===== src/rtl/ibus_mem_responder_pkg.sv =====
// Shared definitions for the ireq/irsp instruction-fetch responder:
// privilege encodings, bus width and the response word format.
package ibus_mem_responder_pkg;

    localparam int unsigned C_XLEN = 32;

    localparam logic [1:0] HPL_U = 2'b00;
    localparam logic [1:0] HPL_S = 2'b01;
    localparam logic [1:0] HPL_M = 2'b11;

    typedef struct packed {
        logic              rerr;
        logic [C_XLEN-1:0] data;
    } rsp_t;

    // True when hpl < min_hpl; borrow-based so a zero minimum needs no constant compare
    function automatic logic hpl_below(input logic [1:0] hpl, input logic [1:0] min_hpl);
        logic [2:0] diff;
        diff = {1'b1, hpl} - {1'b0, min_hpl};
        return ~diff[2];
    endfunction

endpackage


===== src/rtl/ibus_mem_responder_rsp_fifo.sv =====
// Synchronous response FIFO holding {rerr, data}; head reads as zero when empty.
// Accepts a push at full only together with a pop.
module rsp_fifo
    import ibus_mem_responder_pkg::*;
#(
    parameter int unsigned C_DEPTH_X = 2
) (
    input  logic               clk_i,
    input  logic               resetb_i,
    input  logic               push_i,
    input  rsp_t               wdata_i,
    input  logic               pop_i,
    output rsp_t               rdata_o,
    output logic               empty_o,
    output logic [C_DEPTH_X:0] count_o
);

    localparam int unsigned DEPTH = 1 << C_DEPTH_X;
    localparam logic [C_DEPTH_X-1:0] PTR_ONE = C_DEPTH_X'(1);
    localparam logic [C_DEPTH_X:0]   CNT_ONE = (C_DEPTH_X+1)'(1);

    rsp_t                 mem_q [DEPTH];
    logic [C_DEPTH_X-1:0] wptr_q, wptr_d;
    logic [C_DEPTH_X-1:0] rptr_q, rptr_d;
    logic [C_DEPTH_X:0]   count_q, count_d;
    logic                 full;
    logic                 do_push;
    logic                 do_pop;

    assign empty_o = (count_q == '0);
    // count never exceeds DEPTH, so its MSB alone marks full
    assign full    = count_q[C_DEPTH_X];
    assign do_pop  = pop_i & ~empty_o;
    assign do_push = push_i & (~full | do_pop);

    always_comb begin
        wptr_d  = wptr_q;
        rptr_d  = rptr_q;
        count_d = count_q;
        if (do_push) wptr_d = wptr_q + PTR_ONE;
        if (do_pop)  rptr_d = rptr_q + PTR_ONE;
        case ({do_push, do_pop})
            2'b10:   count_d = count_q + CNT_ONE;
            2'b01:   count_d = count_q - CNT_ONE;
            default: count_d = count_q;
        endcase
    end

    always_ff @(posedge clk_i or negedge resetb_i) begin
        if (!resetb_i) begin
            wptr_q  <= '0;
            rptr_q  <= '0;
            count_q <= '0;
        end else begin
            wptr_q  <= wptr_d;
            rptr_q  <= rptr_d;
            count_q <= count_d;
        end
    end

    always_ff @(posedge clk_i) begin
        if (do_push) mem_q[wptr_q] <= wdata_i;
    end

    assign rdata_o = empty_o ? '0 : mem_q[rptr_q];
    assign count_o = count_q;

endmodule


===== src/rtl/ibus_mem_responder.sv =====
// Target-side ireq/irsp responder: decodes fetch errors, reads a synchronous SRAM and
// returns in-order responses through a credit-limited FIFO (1 fetch/cycle, latency 2).
module ibus_mem_responder
    import ibus_mem_responder_pkg::*;
#(
    parameter logic [31:0] C_ADDR_BASE   = 32'h0,
    parameter int unsigned C_MEM_SZX     = 10,
    parameter int unsigned C_RSP_DEPTH_X = 2,
    parameter logic [1:0]  C_MIN_HPL     = HPL_U
) (
    input  logic                 clk_i,
    input  logic                 resetb_i,
    input  logic                 clk_en_i,
    output logic                 ireqready_o,
    input  logic                 ireqvalid_i,
    input  logic [1:0]           ireqhpl_i,
    input  logic [C_XLEN-1:0]    ireqaddr_i,
    input  logic                 irspready_i,
    output logic                 irspvalid_o,
    output logic                 irsprerr_o,
    output logic [C_XLEN-1:0]    irspdata_o,
    output logic                 mem_en_o,
    output logic [C_MEM_SZX-1:0] mem_addr_o,
    input  logic [C_XLEN-1:0]    mem_rdata_i
);

    localparam logic [C_RSP_DEPTH_X:0] DEPTH_L = {1'b1, {C_RSP_DEPTH_X{1'b0}}};

    logic [32:0]            addr_off;
    logic                   req_err;
    logic                   accept;
    logic                   infl_valid_q, infl_valid_d;
    logic                   infl_err_q, infl_err_d;
    logic                   push;
    logic                   pop;
    rsp_t                   push_rsp;
    rsp_t                   head_rsp;
    logic                   fifo_empty;
    logic [C_RSP_DEPTH_X:0] fifo_count;
    logic [C_RSP_DEPTH_X:0] credits;

    // Base is window-aligned, so the offset's low bits equal the address's low bits;
    // a borrow into bit 32 flags addresses below the base.
    assign addr_off = {1'b0, ireqaddr_i} - {1'b0, C_ADDR_BASE};
    assign req_err  = (|addr_off[32:C_MEM_SZX+2])
                    | (|addr_off[1:0])
                    | hpl_below(ireqhpl_i, C_MIN_HPL);

    assign credits     = fifo_count + (C_RSP_DEPTH_X+1)'(infl_valid_q);
    assign ireqready_o = (credits < DEPTH_L);
    assign accept      = clk_en_i & ireqvalid_i & ireqready_o;

    assign mem_en_o   = accept & ~req_err;
    assign mem_addr_o = addr_off[C_MEM_SZX+1:2];

    always_comb begin
        infl_valid_d = infl_valid_q;
        infl_err_d   = infl_err_q;
        if (clk_en_i) begin
            infl_valid_d = accept;
            infl_err_d   = req_err;
        end
    end

    always_ff @(posedge clk_i or negedge resetb_i) begin
        if (!resetb_i) begin
            infl_valid_q <= 1'b0;
            infl_err_q   <= 1'b0;
        end else begin
            infl_valid_q <= infl_valid_d;
            infl_err_q   <= infl_err_d;
        end
    end

    // Credits already reserved a slot at accept, so the push never waits
    assign push          = clk_en_i & infl_valid_q;
    assign push_rsp.rerr = infl_err_q;
    assign push_rsp.data = infl_err_q ? '0 : mem_rdata_i;
    assign pop           = clk_en_i & irspready_i & ~fifo_empty;

    rsp_fifo #(
        .C_DEPTH_X (C_RSP_DEPTH_X)
    ) u_rsp_fifo (
        .clk_i    (clk_i),
        .resetb_i (resetb_i),
        .push_i   (push),
        .wdata_i  (push_rsp),
        .pop_i    (pop),
        .rdata_o  (head_rsp),
        .empty_o  (fifo_empty),
        .count_o  (fifo_count)
    );

    assign irspvalid_o = ~fifo_empty;
    assign irsprerr_o  = head_rsp.rerr;
    assign irspdata_o  = head_rsp.data;

endmodule


===== config.mk =====
export PLATFORM = sky130hd
export DESIGN_NAME = ibus_mem_responder
export DESIGN_NICKNAME = d
export VERILOG_FILES = /design/src/rtl/ibus_mem_responder_pkg.sv /design/src/rtl/ibus_mem_responder_rsp_fifo.sv /design/src/rtl/ibus_mem_responder.sv
export SDC_FILE = /design/constraint.sdc
export NUM_CORES = 1
export LEC_CHECK = 0
export ABC_AREA = 1
export BUFFER_PORTS_ARGS = -buffer_cell sky130_fd_sc_hd__buf_4
export CAP_MARGIN = 40
export CORE_ASPECT_RATIO = 1.75
export CORE_MARGIN = 5
export CORE_UTILIZATION = 25
export DETAILED_ROUTE_END_ITERATION = 10
export PLACE_DENSITY_LB_ADDON = 0.25
export REMOVE_ABC_BUFFERS = 1
export SYNTH_ARGS = -nofsm -noshare
export SYNTH_HDL_FRONTEND = slang
export SYNTH_SLANG_ARGS = --single-unit
export TNS_END_PERCENT = 10

===== constraint.sdc =====
create_clock -name clk_i -period 3.1 [get_ports clk_i]
set_clock_uncertainty 0.05 [all_clocks]
set_input_delay 0.62 -clock clk_i [delete_from_list [all_inputs] [get_ports clk_i]]
set_output_delay 0.62 -clock clk_i [all_outputs]
set_load 0.03 [all_outputs]

==> metrics.csv, run 1 <==
stage,metric,value,unit
placement,detailed-placement wirelength estimate,9350,um
timing,fraction of the cycle the final worst path needs,92.2,%
final_layout,Fill cells,2476,
worst_setup_path,data required time at the worst endpoint,2430,ps
cts,total number of H-tree levels,4,
worst_setup_path,CP cell instances,"buf_4, nor2_1, nor2_1, o21ai_0, a21oi_1, buf_4",
logic_synthesis,average cell area after synthesis,11.1,um2
timing,worst relative slew slack,62.9,%
cts,hold bufs inserted after CTS,1,
final_layout,number of nets in the final layout,714,
global_routing,initial antenna violation count,0,
die,Placement Rows,75,
run_status,status,completed,
die,Initial Util,25.4,%
worst_hold_path,Min-Delay Startpoint,clk_en_i,
logic_synthesis,cell count after synthesis,547,
pwr,total power consumption of the routed design,7.10,mW
worst_setup_path,Worst path max stage delay,660,ps
global_routing,wire length of the first global-routing pass,22700,um
timing,number of pins with negative max-slew slack in the final report,0,
global_routing,gr usage total,10.9,%
logic_synthesis,portion of the post-synthesis area used by sequential elements,69.0,%
drt,violation count after the first detailed-route iteration,172,
global_routing,global-route congestion overflow total,0,
cts,Clock Root Buffer,clkbuf_16,
final_layout,antenna diode count,0,
worst_hold_path,number of instances on the worst hold path,3,
final_layout,final core area utilization,31.7,%
cts,Inserted Clock Buffers,17,
drt,wire per inst,15.5,um
worst_setup_path,worst r2r path cells,10,
timing,Final Hold Viols,0,
worst_setup_path,startpoint kind of the worst setup timing path,flip-flop,
cts,clock slew at the register clock pins of the worst setup and hold paths,50,ps
logic_synthesis,cell taking the most area after synthesis,edfxtp_1,
die,Die Area,27600,um2
die,number of primary I/O pins,117,
cts,clock latency of the later-clocked register in the worst-skew pair,410,ps
final_layout,"commonest cells after routing, fill and taps aside","179 x nor2_1, 132 x edfxtp_1, 107 x buf_4, 46 x inv_1, 41 x o21ai_0",
job,number of max-cap violations,0,
cts,number of clock sinks seen by CTS,141,
die,height of the chip,216,um
drt,vias per inst,4.26,
pwr,Power Density,937,nW/um2
worst_setup_path,Reg2Reg Launch Point,u_rsp_fifo.count_o[1],
cts,clock tree from TritonCTS,done,
logic_synthesis,count of unique library cells instantiated by Yosys,22,
timing,Highest Clock Rate,0.350,GHz
timing,post-route minimum period,2860,ps
die,Core Footprint,23900,um2
drt,residual antenna-violating net count after detailed routing,0,
logic_synthesis,"FF+latch count, synth",141,
worst_setup_path,cell type of the slowest stage on the worst timing path,dfrtp_2,
placement,IO buf count,94,
logic_synthesis,Yosys warning count,0,
timing,Slew @ Worst Pin,556,ps
drt,detailed-router iteration count before antenna repair,6,
logic_synthesis,share of Yosys cell area claimed by the top area cell type,65.3,%
cts,maximum clock insertion buffer count,2,
worst_setup_path,arrival time at the worst endpoint,2190,ps
final_layout,most frequent standard cell in the layout excluding fill and tap cells,nor2_1,
worst_hold_path,sink of the worst hold path,infl_err_q,
worst_setup_path,worst reg-to-reg setup slack,1020,ps
placement,placer congestion estimate,0.708,
worst_setup_path,Crit Path Class,flip-flop to primary output,
logic_synthesis,leading post-synthesis cells by cell area,"edfxtp_1 65%, nor2_1 11%, dfrtp_1 3.7%",
timing,final hold slack,418,ps
worst_setup_path,capture point of the worst reg-to-reg path,u_rsp_fifo.count_o[2],
global_routing,vias in the first global route,4227,
drt,routed vias,4082,
cts,post-CTS setup buffer count,0,
drt,number of design rule violations left after detail routing,0,
die,Chip Width,128,um
worst_hold_path,type of the tightest min-delay check,primary input to flip-flop,
worst_setup_path,maximum fanout along the worst path,23,
pwr,worst ir drop on vdd,326,uV
final_layout,fraction of final layout cells with drive strength greater than 1,21.8,%
cts,quantity of gates resized following cts,0,
final_layout,synthesis-to-layout area growth,24.9,%
drt,routed wire length,14800,um
worst_setup_path,crit end category,primary output,
timing,count of final setup violators,0,
logic_synthesis,Mapped Area,6070,um2
pwr,total leakage power,2.91,nW
global_routing,maximum number of pins on one net before global-route repair,45,
timing,setup repair after global routing missed its margin,false,
## cells by family after synthesis
family / share of synthesized area (%)
AND/OR/NAND/NOR: 12.7
flip-flops: 69.0
AO/OA/AOI/OAI: 8.78
buffers and inverters: 7.44
adder cells (fa/ha/maj): 1.36
XOR/XNOR: 0.721
## Yosys cell counts
library cell,count
xnor2_1,1
ha_1,5
buf_4,15
clkbuf_1,5
inv_1,46
nand3_1,5
edfxtp_1,132
nand2_1,14
or2_2,1
xor2_1,4
fa_1,1
o211ai_2,1
buf_6,4
dfrtp_1,9
buf_8,2
o21ai_0,41
o21ai_1,28
a21oi_1,35
clkbuf_2,4
nor2_1,183
buf_2,9
inv_2,2
## worst max-delay path: cells and delay by family, from the launching register on
kind / cells / cell delay [ps]
flip-flops: 1 / 660
AO/OA/AOI/OAI: 2 / 370
AND/OR/NAND/NOR: 2 / 160
buffers and inverters: 2 / 590
## worst max-delay path by stage
stage | from | to | slack, ps | depth (start not counted)
3_5_place_dp | u_rsp_fifo.rptr_q[1] | irspdata_o[18] | 590 | 6
4_1_cts | u_rsp_fifo.rptr_q[1] | irspdata_o[18] | 140 | 6
5_1_grt | u_rsp_fifo.rptr_q[0] | irspdata_o[1] | 60 | 5
3_3_place_gp | u_rsp_fifo.rptr_q[1] | irspdata_o[18] | 580 | 6
2_1_floorplan | u_rsp_fifo.rptr_q[0] | irspdata_o[0] | -50 | 3
6_report | u_rsp_fifo.rptr_q[0] | irspdata_o[10] | 240 | 6
## state kept, by name (all words and copies together) (netlist names)
register            cells
u_rsp_fifo.wptr_q       2
u_rsp_fifo.count_o      3
infl_err_q              1
u_rsp_fifo.rptr_q       2
infl_valid_q            1
u_rsp_fifo.mem_q      132
## area by class of cell
class	instances	area, um2	share of cell area [%]
Multi-Input combinational cell	319	1460	19.3
Inverter	48	180	2.38
Sequential cell	141	4190	55.3
Timing Repair Buffer	110	861	11.3
Tap cell	308	385	5.08
Clock inverter	3	15.0	0.198
Clock buffer	29	490	6.47
## routing by layer
metal / global-route usage [%] / part of all wire [%] / up-vias
met1: 11.7 / 39 / 1958
met2: 19.9 / 54 / 109
met5: 0 / 0 / -
met4: 4.14 / 1.7 / 0
met3: 2.86 / 4.6 / 16
li1: - / - / 1999
## stage by stage
step	TNS [ps]	instances	worst slack (ps)	cell area [um2]
global placement	0	924	585	7040
finish	0	958	242	7580
floorplan	-1730	508	-53.2	5800
CTS	0	958	135	7580
detailed placement	0	925	589	7070
global route	0	958	60.0	7580
## power breakdown
part | total (mW) | internal, mW | switching (mW) | leakage [nW]
logic | 2.98 | 0.996 | 1.98 | 1.35
clock network | 1.75 | 1.06 | 0.689 | 0.247
registers | 2.37 | 2.24 | 0.138 | 1.32
No activity file was read; power rests on OpenSTA's default activity.
==> run 2: changes to the inputs <==
--- a/config.mk
+++ b/config.mk
@@ -13,2 +13,3 @@
 export CORE_UTILIZATION = 25
+export CTS_BUF_LIST = sky130_fd_sc_hd__clkbuf_2
 export DETAILED_ROUTE_END_ITERATION = 10
--- a/constraint.sdc
+++ b/constraint.sdc
@@ -4,2 +4,2 @@
 set_output_delay 0.62 -clock clk_i [all_outputs]
-set_load 0.03 [all_outputs]
+set_load 0.05 [all_outputs]
==> run 2 against run 1 <==
Net effect: register-to-register slack gained 30 ps; critical path depth shrank 1; cell area shrank 2.9%; combinational power grew 24%; largest power group unchanged; sequential power shrank 3%; global-route usage shrank 0.33 points; power shrank 1.1%.
==> metrics.csv, run 2 (synthesized netlist as in run 1, its figures left out) <==
stage,metric,value,unit,change
timing,count of final setup violators,0,,unchanged
timing,post-route minimum period,2880,ps,+21.7 ps
global_routing,wire length of the first global-routing pass,22000,um,-2.7%
worst_hold_path,type of the tightest min-delay check,primary input to flip-flop,,
timing,fraction of the cycle the final worst path needs,92.9,%,+0.70 points
global_routing,initial antenna violation count,1,,+1
die,number of primary I/O pins,117,,unchanged
pwr,total leakage power,2.83,nW,-2.8%
worst_setup_path,arrival time at the worst endpoint,2210,ps,+20 ps
drt,number of design rule violations left after detail routing,0,,unchanged
timing,number of pins with negative max-slew slack in the final report,0,,unchanged
placement,detailed-placement wirelength estimate,9270,um,-0.86%
die,Chip Width,128,um,unchanged
die,Placement Rows,75,,unchanged
worst_setup_path,startpoint kind of the worst setup timing path,flip-flop,,
drt,routed vias,4031,,-1.2%
timing,Highest Clock Rate,0.347,GHz,-0.76%
cts,total number of H-tree levels,4,,unchanged
die,Die Area,27600,um2,unchanged
global_routing,global-route congestion overflow total,0,,unchanged
cts,clock tree from TritonCTS,done,,
pwr,worst ir drop on vdd,395,uV,+21%
timing,Slew @ Worst Pin,541,ps,-14.4 ps
worst_setup_path,origin of the worst setup path,u_rsp_fifo.rptr_q[0],,
final_layout,"commonest cells after routing, fill and taps aside","179 x nor2_1, 132 x edfxtp_1, 107 x buf_4, 46 x inv_1, 41 x o21ai_0",,
drt,residual antenna-violating net count after detailed routing,0,,unchanged
cts,maximum clock insertion buffer count,2,,unchanged
final_layout,Fill cells,2487,,+0.44%
cts,clock slew at the register clock pins of the worst setup and hold paths,190,ps,+140 ps
drt,wire per inst,15.0,um,-3.3%
timing,setup repair after global routing missed its margin,true,,
final_layout,final core area utilization,30.8,%,-0.91 points
final_layout,number of nets in the final layout,718,,+0.56%
timing,worst relative slew slack,63.9,%,+1.1 points
cts,Inserted Clock Buffers,17,,unchanged
global_routing,vias in the first global route,4199,,-0.66%
drt,vias per inst,4.19,,-1.8%
worst_setup_path,Reg2Reg Launch Point,u_rsp_fifo.count_o[1],,
global_routing,gr usage total,10.5,%,-0.33 points
die,Core Footprint,23900,um2,unchanged
worst_setup_path,maximum fanout along the worst path,34,,+48%
die,height of the chip,216,um,unchanged
final_layout,"flip-flop count of the largest register, all copies and words added",132,,unchanged
final_layout,register containing the most flip-flops in the final layout,u_rsp_fifo.mem_q,,
cts,Clock Root Buffer,clkbuf_2,,
timing,Final Hold Viols,0,,unchanged
die,Initial Util,25.4,%,unchanged
drt,detailed-router iteration count before antenna repair,6,,unchanged
worst_hold_path,Min-Delay Startpoint,clk_en_i,,
final_layout,area of all placed cells without fillers,7370,um2,-2.9%
final_layout,FF/Latch Area,4190,um2,unchanged
cts,clock latency of the later-clocked register in the worst-skew pair,670,ps,+260 ps
pwr,Power Density,954,nW/um2,+1.8%
job,number of max-cap violations,0,,unchanged
drt,violation count after the first detailed-route iteration,133,,-23%
global_routing,maximum number of pins on one net before global-route repair,43,,-4.4%
worst_setup_path,crit end category,primary output,,
run_status,status,completed,,
drt,routed wire length,14400,um,-2.8%
final_layout,area used by multi-input combinational logic,1460,um2,+0.26%
placement,placer congestion estimate,0.695,,-1.9%
timing,total negative slack,0,ps,unchanged
worst_setup_path,data required time at the worst endpoint,2430,ps,about the same
final_layout,fraction of final layout cells with drive strength greater than 1,22.6,%,+0.78 points
worst_setup_path,worst reg-to-reg setup slack,1050,ps,+30 ps
cts,number of clock sinks seen by CTS,141,,unchanged
final_layout,most frequent standard cell in the layout excluding fill and tap cells,nor2_1,,
final_layout,synthesis-to-layout area growth,21.4,%,
placement,"Cell Area, Placed",7080,um2,+0.18%
timing,final hold slack,131,ps,-286 ps
placement,IO buf count,94,,unchanged
worst_setup_path,Crit Path Class,flip-flop to primary output,,
run 2: cell types whose count changed in the layout (fill, tap and decap cells not counted), moves of 2 or more:
cell,before,now
clkbuf_8,2,0
clkinv_1,0,9
buf_12,1,4
clkbuf_16,17,0
clkinv_2,3,1
bufinv_16,0,3
clkbuf_1,10,0
buf_6,0,2
clkbuf_2,0,19
run 2: worst max-delay path, stage by stage (launching register included):
cell and delay [ps]:
dfrtp_2 490, inv_4 200, buf_12 220, o21ai_0 110, a21oi_1 260, buf_4 250
run 2: layer usage:
metal  GRT usage, %  wire, um  up-vias
met5              0         0        -
met4           3.86       265        0
met3           3.03       621       10
met2           19.7      7770       99
met1           11.0      5750     1912
li1               -         -     2010
run 2: cell type report:
cell class	count	share of cell area, %
Antenna cell	1	0.0340
Tap cell	308	5.23
Clock inverter	13	1.75
Multi-Input combinational cell	319	19.9
Clock buffer	19	1.29
Timing Repair Buffer	114	12.4
Sequential cell	141	56.9
Inverter	48	2.48
run 2: repair_timing:
action	4_1_cts	5_1_grt
hold buffers	1	0
pin swaps	0	0
hold endpoints to repair	9	0
setup buffers	3	0
resized for setup	2	6
setup endpoints to repair	10	25
run 2: final timing paths:
path                                               to  cells past startpoint
worst min register to register  u_rsp_fifo.count_o[0]                      1
min in group asynchronous                  infl_err_q                      2
worst min-delay path                       infl_err_q                      3
max in group asynchronous        u_rsp_fifo.rptr_q[1]                      2
worst max register to register  u_rsp_fifo.count_o[2]                     10
worst max-delay path                    irspdata_o[2]                      5
run 2: report_power, final:
group          leakage [nW]  internal [mW]  switching (mW)
clock                 0.139          0.432           0.594
combinational          1.38           1.09            2.61
sequential             1.32           2.23          0.0703
run 2: through the flow:
stage                     std cells  power [mW]  worst slack, ps
after floorplan                 508        4.74             -258
after global placement          925        6.04              771
after detailed placement        926        6.06              757
after CTS                       962        7.14             33.1
after global routing            963        7.46            -5.00
final                           963        7.03              220
